[src/rtl/sdram_work_ctrl_pkg.sv]
// Shared definitions for the SDRAM operating-phase sequencer: work_state
// codes decoded by the data stage, SDRAM command encodings and small helpers.
package sdram_work_ctrl_pkg;

  // work_state codes
  localparam logic [3:0] W_IDLE   = 4'd0;
  localparam logic [3:0] W_ACTIVE = 4'd1;
  localparam logic [3:0] W_TRCD   = 4'd2;
  localparam logic [3:0] W_READ   = 4'd3;
  localparam logic [3:0] W_CL     = 4'd4;
  localparam logic [3:0] W_RD     = 4'd5;
  localparam logic [3:0] W_WRITE  = 4'd6;
  localparam logic [3:0] W_WD     = 4'd7;
  localparam logic [3:0] W_TWR    = 4'd8;
  localparam logic [3:0] W_PRE    = 4'd9;
  localparam logic [3:0] W_TRP    = 4'd10;
  localparam logic [3:0] W_AR     = 4'd11;
  localparam logic [3:0] W_TRFC   = 4'd12;

  // {cs_n, ras_n, cas_n, we_n}
  localparam logic [3:0] CMD_NOP   = 4'b0111;
  localparam logic [3:0] CMD_ACT   = 4'b0011;
  localparam logic [3:0] CMD_READ  = 4'b0101;
  localparam logic [3:0] CMD_WRITE = 4'b0100;
  localparam logic [3:0] CMD_PRE   = 4'b0010;
  localparam logic [3:0] CMD_AREF  = 4'b0001;

  // A10 set on the address bus: precharge all banks
  localparam logic [12:0] ADDR_PRE_ALL = 13'h0400;

  // Clamp a derived delay count so that a zero/negative count skips its state
  function automatic int sat0(input int v);
    return (v > 0) ? v : 0;
  endfunction

endpackage

[src/rtl/sdram_work_ctrl_if.sv]
// System-side request bus plus SDRAM command pins of the work sequencer.
// master: request generator / pin consumer; slave: the sequencer itself.
interface sdram_work_ctrl_if;
  logic        init_done;
  logic        wr_req;
  logic        rd_req;
  logic [23:0] sys_addr;
  logic        wr_ack;
  logic        rd_ack;
  logic        done;
  logic        busy;
  logic [3:0]  work_state;
  logic [3:0]  sdram_cmd;
  logic [1:0]  sdram_ba;
  logic [12:0] sdram_addr;

  modport master (
    output init_done, wr_req, rd_req, sys_addr,
    input  wr_ack, rd_ack, done, busy, work_state, sdram_cmd, sdram_ba, sdram_addr
  );

  modport slave (
    input  init_done, wr_req, rd_req, sys_addr,
    output wr_ack, rd_ack, done, busy, work_state, sdram_cmd, sdram_ba, sdram_addr
  );
endinterface

[src/rtl/sdram_work_ctrl_ref_timer.sv]
// Refresh interval timer: counts while enabled, raises a pending flag on
// every wrap. ref_req also reflects the wrap cycle itself so the sequencer
// can start the refresh in the very cycle the interval expires. A wrap that
// lands on an already pending flag is coalesced into it.
module sdram_ref_timer #(
  parameter int REF_INTERVAL = 780
) (
  input  logic clk,
  input  logic rst,
  input  logic en,
  input  logic clr,
  output logic ref_req
);

  localparam int CW = (REF_INTERVAL > 2) ? $clog2(REF_INTERVAL) : 1;
  localparam logic [CW-1:0] LAST = CW'(REF_INTERVAL - 1);

  logic [CW-1:0] cnt_q, cnt_d;
  logic          pend_q, pend_d;
  logic          wrap_s;

  // Next counter value and pending flag; clear wins because entering the
  // refresh consumes both the old flag and a coincident wrap.
  always_comb begin
    wrap_s = en && (cnt_q == LAST);
    if (!en) begin
      cnt_d = '0;
    end else if (wrap_s) begin
      cnt_d = '0;
    end else begin
      cnt_d = cnt_q + {{(CW-1){1'b0}}, 1'b1};
    end
    if (clr) begin
      pend_d = 1'b0;
    end else if (wrap_s) begin
      pend_d = 1'b1;
    end else begin
      pend_d = pend_q;
    end
  end

  assign ref_req = pend_q | wrap_s;

  // Timer state registers
  always_ff @(posedge clk) begin
    if (rst) begin
      cnt_q  <= '0;
      pend_q <= 1'b0;
    end else begin
      cnt_q  <= cnt_d;
      pend_q <= pend_d;
    end
  end

endmodule

[src/rtl/sdram_work_ctrl.sv]
// SDRAM operating-phase command sequencer (closed-page policy).
// Arbitrates refresh > write > read in W_IDLE and walks one
// ACTIVE / READ-or-WRITE burst / PRECHARGE sequence per access.
// All pin outputs are registered together with work_state.
// Optional build macro: SDRAM_AUTO_PRE_EN (READ/WRITE with auto-precharge,
// no explicit W_PRE state).
module sdram_work_ctrl
  import sdram_work_ctrl_pkg::*;
#(
  parameter int BURST_LEN    = 4,
  parameter int T_RCD        = 2,
  parameter int CAS_LAT      = 3,
  parameter int T_WR         = 2,
  parameter int T_RP         = 2,
  parameter int T_RFC        = 7,
  parameter int REF_INTERVAL = 780
) (
  input  logic              clk_100m,
  input  logic              rst,
  sdram_work_ctrl_if.slave  bus
);

  // Cycles spent in each delay state; 0 means the state is skipped
  localparam int TRCD_N = sat0(T_RCD - 1);
  localparam int WD_N   = sat0(BURST_LEN - 1);
  localparam int TWR_N  = sat0(T_WR);
  localparam int CL_N   = sat0(CAS_LAT - 1);
  localparam int RD_N   = sat0(BURST_LEN);
  localparam int TRFC_N = sat0(T_RFC - 1);
`ifdef SDRAM_AUTO_PRE_EN
  localparam int   TRP_N  = sat0(T_RP);
  localparam logic AP_BIT = 1'b1;
`else
  localparam int   TRP_N  = sat0(T_RP - 1);
  localparam logic AP_BIT = 1'b0;
`endif

  // Successor states with zero-length delay states folded away
  localparam logic [3:0] S_AFTER_PRE = (TRP_N > 0) ? W_TRP : W_IDLE;
`ifdef SDRAM_AUTO_PRE_EN
  localparam logic [3:0] S_CLOSE = S_AFTER_PRE;
`else
  localparam logic [3:0] S_CLOSE = W_PRE;
`endif
  localparam logic [3:0] S_AFTER_WD    = (TWR_N > 0) ? W_TWR : S_CLOSE;
  localparam logic [3:0] S_AFTER_WRITE = (WD_N > 0) ? W_WD : S_AFTER_WD;
  localparam logic [3:0] S_AFTER_CL    = (RD_N > 0) ? W_RD : S_CLOSE;
  localparam logic [3:0] S_AFTER_READ  = (CL_N > 0) ? W_CL : S_AFTER_CL;
  localparam logic [3:0] S_AFTER_AR    = (TRFC_N > 0) ? W_TRFC : W_IDLE;

  // Counter preload on entry to a delay state (counts down to 0)
  function automatic logic [7:0] load_for(input logic [3:0] s);
    case (s)
      W_TRCD:  return 8'(sat0(TRCD_N - 1));
      W_WD:    return 8'(sat0(WD_N - 1));
      W_TWR:   return 8'(sat0(TWR_N - 1));
      W_CL:    return 8'(sat0(CL_N - 1));
      W_RD:    return 8'(sat0(RD_N - 1));
      W_TRP:   return 8'(sat0(TRP_N - 1));
      W_TRFC:  return 8'(sat0(TRFC_N - 1));
      default: return 8'd0;
    endcase
  endfunction

  logic [3:0]  state_q, state_d;
  logic [7:0]  cnt_q, cnt_d;
  logic        op_wr_q, op_wr_d;
  logic [10:0] lat_q, lat_d;      // {bank, col} of the accepted request
  logic [3:0]  cmd_q, cmd_d;
  logic [1:0]  ba_q, ba_d;
  logic [12:0] addr_q, addr_d;
  logic        wr_ack_q, wr_ack_d;
  logic        rd_ack_q, rd_ack_d;
  logic        done_q, done_d;
  logic        busy_q, busy_d;
  logic        ref_req_s;
  logic        ref_clr_s;
  logic        cnt_zero_s;

  assign ref_clr_s  = (state_d == W_AR);
  assign cnt_zero_s = (cnt_q == 8'd0);

  sdram_ref_timer #(
    .REF_INTERVAL (REF_INTERVAL)
  ) u_ref_timer (
    .clk     (clk_100m),
    .rst     (rst),
    .en      (bus.init_done),
    .clr     (ref_clr_s),
    .ref_req (ref_req_s)
  );

  // Next-state, arbitration and request latching
  always_comb begin
    state_d  = state_q;
    op_wr_d  = op_wr_q;
    lat_d    = lat_q;
    wr_ack_d = 1'b0;
    rd_ack_d = 1'b0;
    case (state_q)
      W_IDLE: begin
        if (!bus.init_done) begin
          state_d = W_IDLE;
        end else if (ref_req_s) begin
          state_d = W_AR;
        end else if (bus.wr_req) begin
          state_d  = W_ACTIVE;
          op_wr_d  = 1'b1;
          lat_d    = {bus.sys_addr[23:22], bus.sys_addr[8:0]};
          wr_ack_d = 1'b1;
        end else if (bus.rd_req) begin
          state_d  = W_ACTIVE;
          op_wr_d  = 1'b0;
          lat_d    = {bus.sys_addr[23:22], bus.sys_addr[8:0]};
          rd_ack_d = 1'b1;
        end else begin
          state_d = W_IDLE;
        end
      end
      W_ACTIVE: state_d = (TRCD_N > 0) ? W_TRCD : (op_wr_q ? W_WRITE : W_READ);
      W_TRCD:   state_d = cnt_zero_s ? (op_wr_q ? W_WRITE : W_READ) : W_TRCD;
      W_WRITE:  state_d = S_AFTER_WRITE;
      W_WD:     state_d = cnt_zero_s ? S_AFTER_WD : W_WD;
      W_TWR:    state_d = cnt_zero_s ? S_CLOSE : W_TWR;
      W_READ:   state_d = S_AFTER_READ;
      W_CL:     state_d = cnt_zero_s ? S_AFTER_CL : W_CL;
      W_RD:     state_d = cnt_zero_s ? S_CLOSE : W_RD;
      W_PRE:    state_d = S_AFTER_PRE;
      W_TRP:    state_d = cnt_zero_s ? W_IDLE : W_TRP;
      W_AR:     state_d = S_AFTER_AR;
      W_TRFC:   state_d = cnt_zero_s ? W_IDLE : W_TRFC;
      default:  state_d = W_IDLE;
    endcase
  end

  // Delay counter: preload on a state change, otherwise count down to 0
  always_comb begin
    if (state_d != state_q) begin
      cnt_d = load_for(state_d);
    end else if (!cnt_zero_s) begin
      cnt_d = cnt_q - 8'd1;
    end else begin
      cnt_d = 8'd0;
    end
  end

  // Pin values for the state being entered, so they register alongside it
  always_comb begin
    cmd_d  = CMD_NOP;
    ba_d   = 2'd0;
    addr_d = 13'd0;
    case (state_d)
      W_ACTIVE: begin
        cmd_d  = CMD_ACT;
        ba_d   = bus.sys_addr[23:22];
        addr_d = bus.sys_addr[21:9];
      end
      W_WRITE: begin
        cmd_d  = CMD_WRITE;
        ba_d   = lat_q[10:9];
        addr_d = {2'b00, AP_BIT, 1'b0, lat_q[8:0]};
      end
      W_READ: begin
        cmd_d  = CMD_READ;
        ba_d   = lat_q[10:9];
        addr_d = {2'b00, AP_BIT, 1'b0, lat_q[8:0]};
      end
      W_PRE: begin
        cmd_d  = CMD_PRE;
        addr_d = ADDR_PRE_ALL;
      end
      W_AR: begin
        cmd_d = CMD_AREF;
      end
      default: begin
        cmd_d = CMD_NOP;
      end
    endcase
    done_d = (state_d == W_IDLE) && (state_q != W_IDLE);
    busy_d = (state_d != W_IDLE);
  end

  // State and registered outputs
  always_ff @(posedge clk_100m) begin
    if (rst) begin
      state_q  <= W_IDLE;
      cnt_q    <= 8'd0;
      op_wr_q  <= 1'b0;
      lat_q    <= 11'd0;
      cmd_q    <= CMD_NOP;
      ba_q     <= 2'd0;
      addr_q   <= 13'd0;
      wr_ack_q <= 1'b0;
      rd_ack_q <= 1'b0;
      done_q   <= 1'b0;
      busy_q   <= 1'b0;
    end else begin
      state_q  <= state_d;
      cnt_q    <= cnt_d;
      op_wr_q  <= op_wr_d;
      lat_q    <= lat_d;
      cmd_q    <= cmd_d;
      ba_q     <= ba_d;
      addr_q   <= addr_d;
      wr_ack_q <= wr_ack_d;
      rd_ack_q <= rd_ack_d;
      done_q   <= done_d;
      busy_q   <= busy_d;
    end
  end

  assign bus.work_state = state_q;
  assign bus.sdram_cmd  = cmd_q;
  assign bus.sdram_ba   = ba_q;
  assign bus.sdram_addr = addr_q;
  assign bus.wr_ack     = wr_ack_q;
  assign bus.rd_ack     = rd_ack_q;
  assign bus.done       = done_q;
  assign bus.busy       = busy_q;

endmodule

[src/flat_wrapper.sv]
// flat-port wrapper written by rule: the top's interface ports become plain ports
module sdram_work_ctrl_flat import sdram_work_ctrl_pkg::*;
#(
  parameter int BURST_LEN    = 4,
  parameter int T_RCD        = 2,
  parameter int CAS_LAT      = 3,
  parameter int T_WR         = 2,
  parameter int T_RP         = 2,
  parameter int T_RFC        = 7,
  parameter int REF_INTERVAL = 780
)
  (clk_100m, rst, bus_init_done, bus_wr_req, bus_rd_req, bus_sys_addr, bus_wr_ack, bus_rd_ack, bus_done, bus_busy, bus_work_state, bus_sdram_cmd, bus_sdram_ba, bus_sdram_addr);
  sdram_work_ctrl_if bus_i ();
  input  logic clk_100m;
  input  logic rst;
  input wire logic [$bits(bus_i.init_done)-1:0] bus_init_done;
  input wire logic [$bits(bus_i.wr_req)-1:0] bus_wr_req;
  input wire logic [$bits(bus_i.rd_req)-1:0] bus_rd_req;
  input wire logic [$bits(bus_i.sys_addr)-1:0] bus_sys_addr;
  output wire logic [$bits(bus_i.wr_ack)-1:0] bus_wr_ack;
  output wire logic [$bits(bus_i.rd_ack)-1:0] bus_rd_ack;
  output wire logic [$bits(bus_i.done)-1:0] bus_done;
  output wire logic [$bits(bus_i.busy)-1:0] bus_busy;
  output wire logic [$bits(bus_i.work_state)-1:0] bus_work_state;
  output wire logic [$bits(bus_i.sdram_cmd)-1:0] bus_sdram_cmd;
  output wire logic [$bits(bus_i.sdram_ba)-1:0] bus_sdram_ba;
  output wire logic [$bits(bus_i.sdram_addr)-1:0] bus_sdram_addr;
  assign bus_i.init_done = bus_init_done;
  assign bus_i.wr_req = bus_wr_req;
  assign bus_i.rd_req = bus_rd_req;
  assign bus_i.sys_addr = bus_sys_addr;
  assign bus_wr_ack = bus_i.wr_ack;
  assign bus_rd_ack = bus_i.rd_ack;
  assign bus_done = bus_i.done;
  assign bus_busy = bus_i.busy;
  assign bus_work_state = bus_i.work_state;
  assign bus_sdram_cmd = bus_i.sdram_cmd;
  assign bus_sdram_ba = bus_i.sdram_ba;
  assign bus_sdram_addr = bus_i.sdram_addr;
  sdram_work_ctrl #(.BURST_LEN(BURST_LEN), .T_RCD(T_RCD), .CAS_LAT(CAS_LAT), .T_WR(T_WR), .T_RP(T_RP), .T_RFC(T_RFC), .REF_INTERVAL(REF_INTERVAL)) u_core (.clk_100m(clk_100m), .rst(rst), .bus(bus_i));
endmodule
[config.mk]
export PLATFORM = sky130hd
export DESIGN_NAME = sdram_work_ctrl_flat
export DESIGN_NICKNAME = d
export VERILOG_FILES = /design/src/rtl/sdram_work_ctrl_pkg.sv /design/src/rtl/sdram_work_ctrl_if.sv /design/src/rtl/sdram_work_ctrl_ref_timer.sv /design/src/rtl/sdram_work_ctrl.sv /design/src/flat_wrapper.sv
export SDC_FILE = /design/constraint.sdc
export NUM_CORES = 1
export LEC_CHECK = 0
export BUFFER_PORTS_ARGS = -buffer_cell sky130_fd_sc_hd__buf_2
export CORE_ASPECT_RATIO = 0.7
export CORE_MARGIN = 4
export CORE_UTILIZATION = 50
export CTS_BUF_LIST = sky130_fd_sc_hd__clkbuf_4 sky130_fd_sc_hd__clkbuf_8
export DETAILED_ROUTE_END_ITERATION = 6
export HOLD_SLACK_MARGIN = 0.02
export PLACE_DENSITY = 0.78
export RECOVER_POWER = 100
export SYNTH_ARGS = -nofsm -noshare
export SYNTH_HDL_FRONTEND = slang
export SYNTH_HIERARCHICAL = 1
export SYNTH_SLANG_ARGS = --single-unit
[constraint.sdc]
create_clock -name clk_100m -period 2.6 [get_ports clk_100m]
set_clock_uncertainty 0.05 [all_clocks]
set_input_delay 0.65 -clock clk_100m [delete_from_list [all_inputs] [get_ports clk_100m]]
set_output_delay 0.65 -clock clk_100m [all_outputs]
set_load 0.01 [all_outputs]
Yosys cells after proc, flatten, opt, wreduce, memory -nomap -nowiden
Index checks and enable logic that the tools add are counted.
{"block": "classes", "muxes": 25, "add_sub_neg": 2, "n_eq_ne": 24, "bitwise": 4, "reduce_logical": 15}
{"operator": "$pmux 4 s13", "count": 1}
{"operator": "$pmux 13 s3", "count": 1}
{"operator": "$eq 4x4->1 const B", "count": 9}
{"operator": "$eq 4x3->1 const B", "count": 8}
{"operator": "$mux 4", "count": 8}
{"operator": "$mux 11", "count": 2}
{"operator": "$mux 8", "count": 2}
{"operator": "$pmux 3 s5", "count": 1}
{"operator": "$eq 4x2->1 const B", "count": 3}
{"operator": "$pmux 3 s4", "count": 1}
{"operator": "$add 10x1->10 const B", "count": 1}
{"operator": "$eq 10x10->1 const B", "count": 1}
{"operator": "$eq 4x1->1 const B", "count": 2}
{"operator": "$logic_not 4->1", "count": 2}
{"operator": "$logic_not 8->1", "count": 1}
{"operator": "$reduce_bool 4->1", "count": 2}
{"operator": "$sub 8x1->8 const B", "count": 1}
{"operator": "$mux 1", "count": 7}
{"operator": "$reduce_or 2->1", "count": 3}
{"operator": "$reduce_or 5->1", "count": 1}
{"operator": "$ne 4x4->1", "count": 1}
{"operator": "$pmux 2 s2", "count": 1}
{"operator": "$reduce_and 4->1", "count": 1}
{"operator": "$reduce_or 4->1", "count": 1}
{"operator": "other kinds (6)", "count": 9}
{"block": "totals", "register_bits": 58, "output_inout_bits": 27}

Logic depth before layout (Yosys ltp)
{"block": "depth", "word_depth": 10, "ltp_mapped": 11, "mapped_depth_nobuf": 9}

Modules after synthesis
The synthesis kept the hierarchy.
{"module": "sdram_work_ctrl", "cells_per_inst": 227, "n_inst": 1, "area_each_um2": 2005.7}
{"module": "sdram_ref_timer", "cells_per_inst": 51, "n_inst": 1, "area_each_um2": 473.0}

Least setup slack after synthesis
OpenSTA, ideal clock, no wires.
{"block": "synth_timing", "path_kind": "reg-to-reg", "startpoint": "reg u_core/cnt_q[0] (netlist name)", "endpoint": "reg u_core.lat_q[5]", "path_stages_with_launch": 12, "slack_ps": -307, "required_ps": 2422, "synth_period_minus_slack_ps": 2907, "path_buffers": 2, "t_arrival_ps": 2729, "setup_time_ps": 128, "path_cell_list": "dfxtp_1 -> inv_1 -> ha_1 -> or3b_2 -> or2_0 -> buf_4 -> o31ai_4 -> nor2_2 -> nor4_4 -> buf_6 -> mux2i_1 -> nor2_1"}
{"item": "end signal, assigned", "line": "sdram_work_ctrl.sv:201", "text": "lat_q <= lat_d;"}
{"item": "end, declared", "line": "sdram_work_ctrl.sv:68", "text": "logic [10:0] lat_q, lat_d;"}

==> metrics <==
H-tree depth=3; fmax=between 0.3 and 0.4 GHz; largest family of logic cells by synthesized area=simple AND/OR/NAND/NOR gates; DR vias=2462; critical path endpoint category=register; endpoints failing setup=6; Fill cells=350; RePlAce Congestion=0.912; Fin. Hold Viols=0; Hold-fix buffers, CTS=0; Worst-path clk slew=60 ps; dominant synthesized flop cell=dfxtp_1; clock latency on the worst-skew pair=between 300 and 400 ps; DRC viols=0; syn_nets=~310; detailed router's first-iteration violation count=158; GR Overflow Total=0; port buffer count=54; share of flip-flops with an asynchronous set or reset=0%; Core Area=0.00478 sq mm; worst slew pin tran=around 530 ps; violations in the final reports=negative setup slack; dpl cell area=0.00310 sq mm; Worst EP required=2750 ps; Gate power share=58.2%; Seq cells post-synth=57; sequential area share after synthesis=a little under half; initial antenna violation count=0; Slew Viols, Final=0; Initial Util=51.8%; first-pass GRT wire length=between 10000 and 15000 um; Synth Area in Compound Gates=16.1%; status=complete, but fails checks; Ports=56; Leakage=1.48 nW; n_diodes=0; post-route ant nets=0; WS Path Type=reg2reg; EDFF count, synth=0; vias per std cell=approximately 5.5; RSZ-0062 raised after global routing=true; Ys Warns=6; Longest Clk Path Bufs=2; dpl cells=424; P&R area growth vs syn=43.0%; Pre-antenna DRT Iters=4; max cap viols=0; Die X-Extent=92.2 um; clk sinks=57; Avg Cell Area, Syn=8.92 sq um; Non-Filler Instances=450; switch share=39.1%; part of the cycle the worst path needs=101%; clk root buf=clkbuf_8; wire per inst=15.5 um; number of core rows=21; largest net degree at the start of global routing=29; fin area=0.00354 sq mm; pwr/cell area=~1400 mW/mm^2; die area=about 0.0062 sq mm; post-route minimum period=2630 ps; die height=66.9 um; Arr. time, crit path=~2800 ps; Sw Pwr=1.94 mW; sequential power share=approximately a quarter; mapped cell area=0.00248 sq mm; CP Max Fanout=6; Hold Crit Class=reg2reg; fraction of the mapped netlist area in adder cells=approximately 1.0%; CTS Buf Count=9; post-synthesis mux area share=~4.4%; Total GRT Usage=22.9%; post-synthesis simple-gate area fraction=about a quarter; vias in the first global route=2311; dpl hpwl=approximately 4500 um; maximum vdd drop=between 0.6 and 0.7 mV; clock power share=17.1%; post-synth cell types=50; share of layout cells above drive strength 1=36.5%; cells after synthesis=278; TritonCTS clock tree=done; Synth Area in XOR/XNOR=3.18%; setup ws final=-30.5 ps; fin nets=408; Int Pwr=about 3.0 mW; DRT Wirelength=6960 um; Slew headroom=64.8%; Setup crit start kind=register
==> critical path, stage by stage (launching register included) <==
cell and delay [ps]:
dfxtp_2 320, inv_2 70, ha_4 140, or3b_4 380, or2_4 270, o31ai_4 270
nor2_4 110, nor4_4 320, buf_4 180, clkbuf_16 140, mux2i_1 190, nor2_1 60
==> cell usage in the layout (no fill, tap or decap), types with 4 or more instances in the layout <==
master and instances:
dfxtp_1 53, buf_4 43, nor2_1 42, buf_2 37, clkbuf_1 17, nand2_1 15
a21oi_1 13, clkbuf_8 11, mux2i_1 11, a22oi_2 9, inv_1 7, nor3_1 6
o21ai_0 6, nand3_1 6, and3_1 5, xnor2_1 5, nor4_1 4, nand3_2 4
nand4_1 4, xor2_1 4, o31ai_1 4, dfxtp_2 4
==> final timing paths <==
| check | startpoint | endpoint | slack [ps] | depth (start not counted) |
|---|---|---|---|---|
| setup / recovery | u_core/cnt_q[0]$_SDFF_PP0_ | u_core/lat_q[10]$_SDFFE_PP0P_ | -30 | 11 |
| hold / removal | u_core/u_ref_timer/cnt_q[9]$_SDFF_PP0_ | u_core/u_ref_timer/cnt_q[9]$_SDFF_PP0_ | 440 | 2 |
| setup reg to reg | u_core/cnt_q[0]$_SDFF_PP0_ | u_core/lat_q[10]$_SDFFE_PP0P_ | -30 | 11 |
| hold reg to reg | u_core/u_ref_timer/cnt_q[9]$_SDFF_PP0_ | u_core/u_ref_timer/cnt_q[9]$_SDFF_PP0_ | 440 | 2 |
==> cells in the mapped netlist (2+ instances only) <==
cell type | number | area [sq um]
a31oi_1 | 3 | 18.8
buf_2 | 2 | 10.0
and3_1 | 5 | 31.3
o21ai_0 | 9 | 45.0
o211ai_1 | 3 | 22.5
nor3b_1 | 2 | 15.0
clkbuf_1 | 9 | 33.8
nand4_1 | 4 | 25.0
nor4b_1 | 2 | 17.5
ha_1 | 2 | 25.0
dfxtp_1 | 57 | 1140
xor2_1 | 4 | 35.0
or4_1 | 5 | 37.5
nor2b_1 | 3 | 18.8
nand2b_1 | 3 | 18.8
a32oi_1 | 2 | 17.5
buf_4 | 3 | 22.5
a41o_1 | 3 | 30.0
a22oi_1 | 12 | 90.1
inv_1 | 9 | 33.8
mux2i_1 | 11 | 110
or3_1 | 4 | 25.0
xnor2_1 | 5 | 43.8
nand3_1 | 9 | 45.0
a21oi_1 | 13 | 65.1
o31ai_1 | 4 | 30.0
nor4_1 | 4 | 25.0
nor3_1 | 6 | 30.0
nor2_1 | 45 | 169
nand2_1 | 15 | 56.3
==> per-layer routing <==
metal	GRT usage [%]	part of all wire, %
met1	28.7	45
met2	34.7	45
met3	11.3	8.9
met4	6.85	0.63
met5	0	0
==> power by group through the flow <==
stage / registers (mW) / logic [mW] / clock network, mW
floorplan: 1.25 / 1.44 / 0
global placement: 1.22 / 2.29 / 0
detailed placement: 1.22 / 2.35 / 0
CTS: 1.21 / 2.73 / 0.865
global route: 1.25 / 3.10 / 0.905
finish: 1.23 / 2.88 / 0.848
==> kinds of logic (layout without fill, tap and decap cells) <==
logic type,after synthesis,after routing
compound gates,57,57
other cells,1,1
fa+ha+maj,2,2
simple gates,117,117
mux,11,11
xor+xnor,9,9
buf+inv,24,127
flops,57,57
==> registers in the layout (all words and copies together), names as in the netlist <==
register and count:
u_core/u_ref_timer/cnt_q 10, u_core/op_wr_q 1, u_core/bus.busy 1, u_core/u_ref_timer/pend_q 1, u_core/bus.done 1, u_core/bus.wr_ack 1, u_core/cnt_q 8, u_core/lat_q 11
u_core/bus.sdram_cmd 3, u_core/bus.work_state 4, u_core/bus.sdram_addr 13, u_core/bus.sdram_ba 2, u_core/bus.rd_ack 1
==> cell type report <==
| class | instances | area (sq um) | share of cell area [%] |
|---|---|---|---|
| clock buffers | 13 | 166 | 4.69 |
| multi-input cells | 197 | 1400 | 39.5 |
| flip-flops and latches | 57 | 1150 | 32.3 |
| inverters | 9 | 33.8 | 0.953 |
| repair buffers | 103 | 676 | 19.1 |
| clock inverters | 2 | 37.5 | 1.06 |
| well taps | 69 | 86.3 | 2.44 |
==> per-stage QoR <==
step | setup WS (ps) | total power, mW | utilization (%) | setup TNS (ps) | hold WS [ps]
3_3_place_gp | -138 | 3.51 | 64.8 | -2690 | 397
4_1_cts | -22.4 | 4.81 | 71.7 | -117 | 427
5_1_grt | -149 | 5.26 | 74.1 | -2080 | 455
6_report | -30.5 | 4.96 | 74.1 | -81.5 | 437
3_5_place_dp | -285 | 3.57 | 64.8 | -5210 | 413
2_1_floorplan | -84.6 | 2.70 | - | -423 | 379
==> what timing repair did <==
item                                    in CTS  in global routing
setup buffers                                4                  8
resized for setup                            9                 28
pin swaps                                    6                 14
endpoints found under the hold margin        0                  0
endpoints found under the setup margin      13                 36
cloned                                       2                  1
Power figures use the tool's default switching activity.
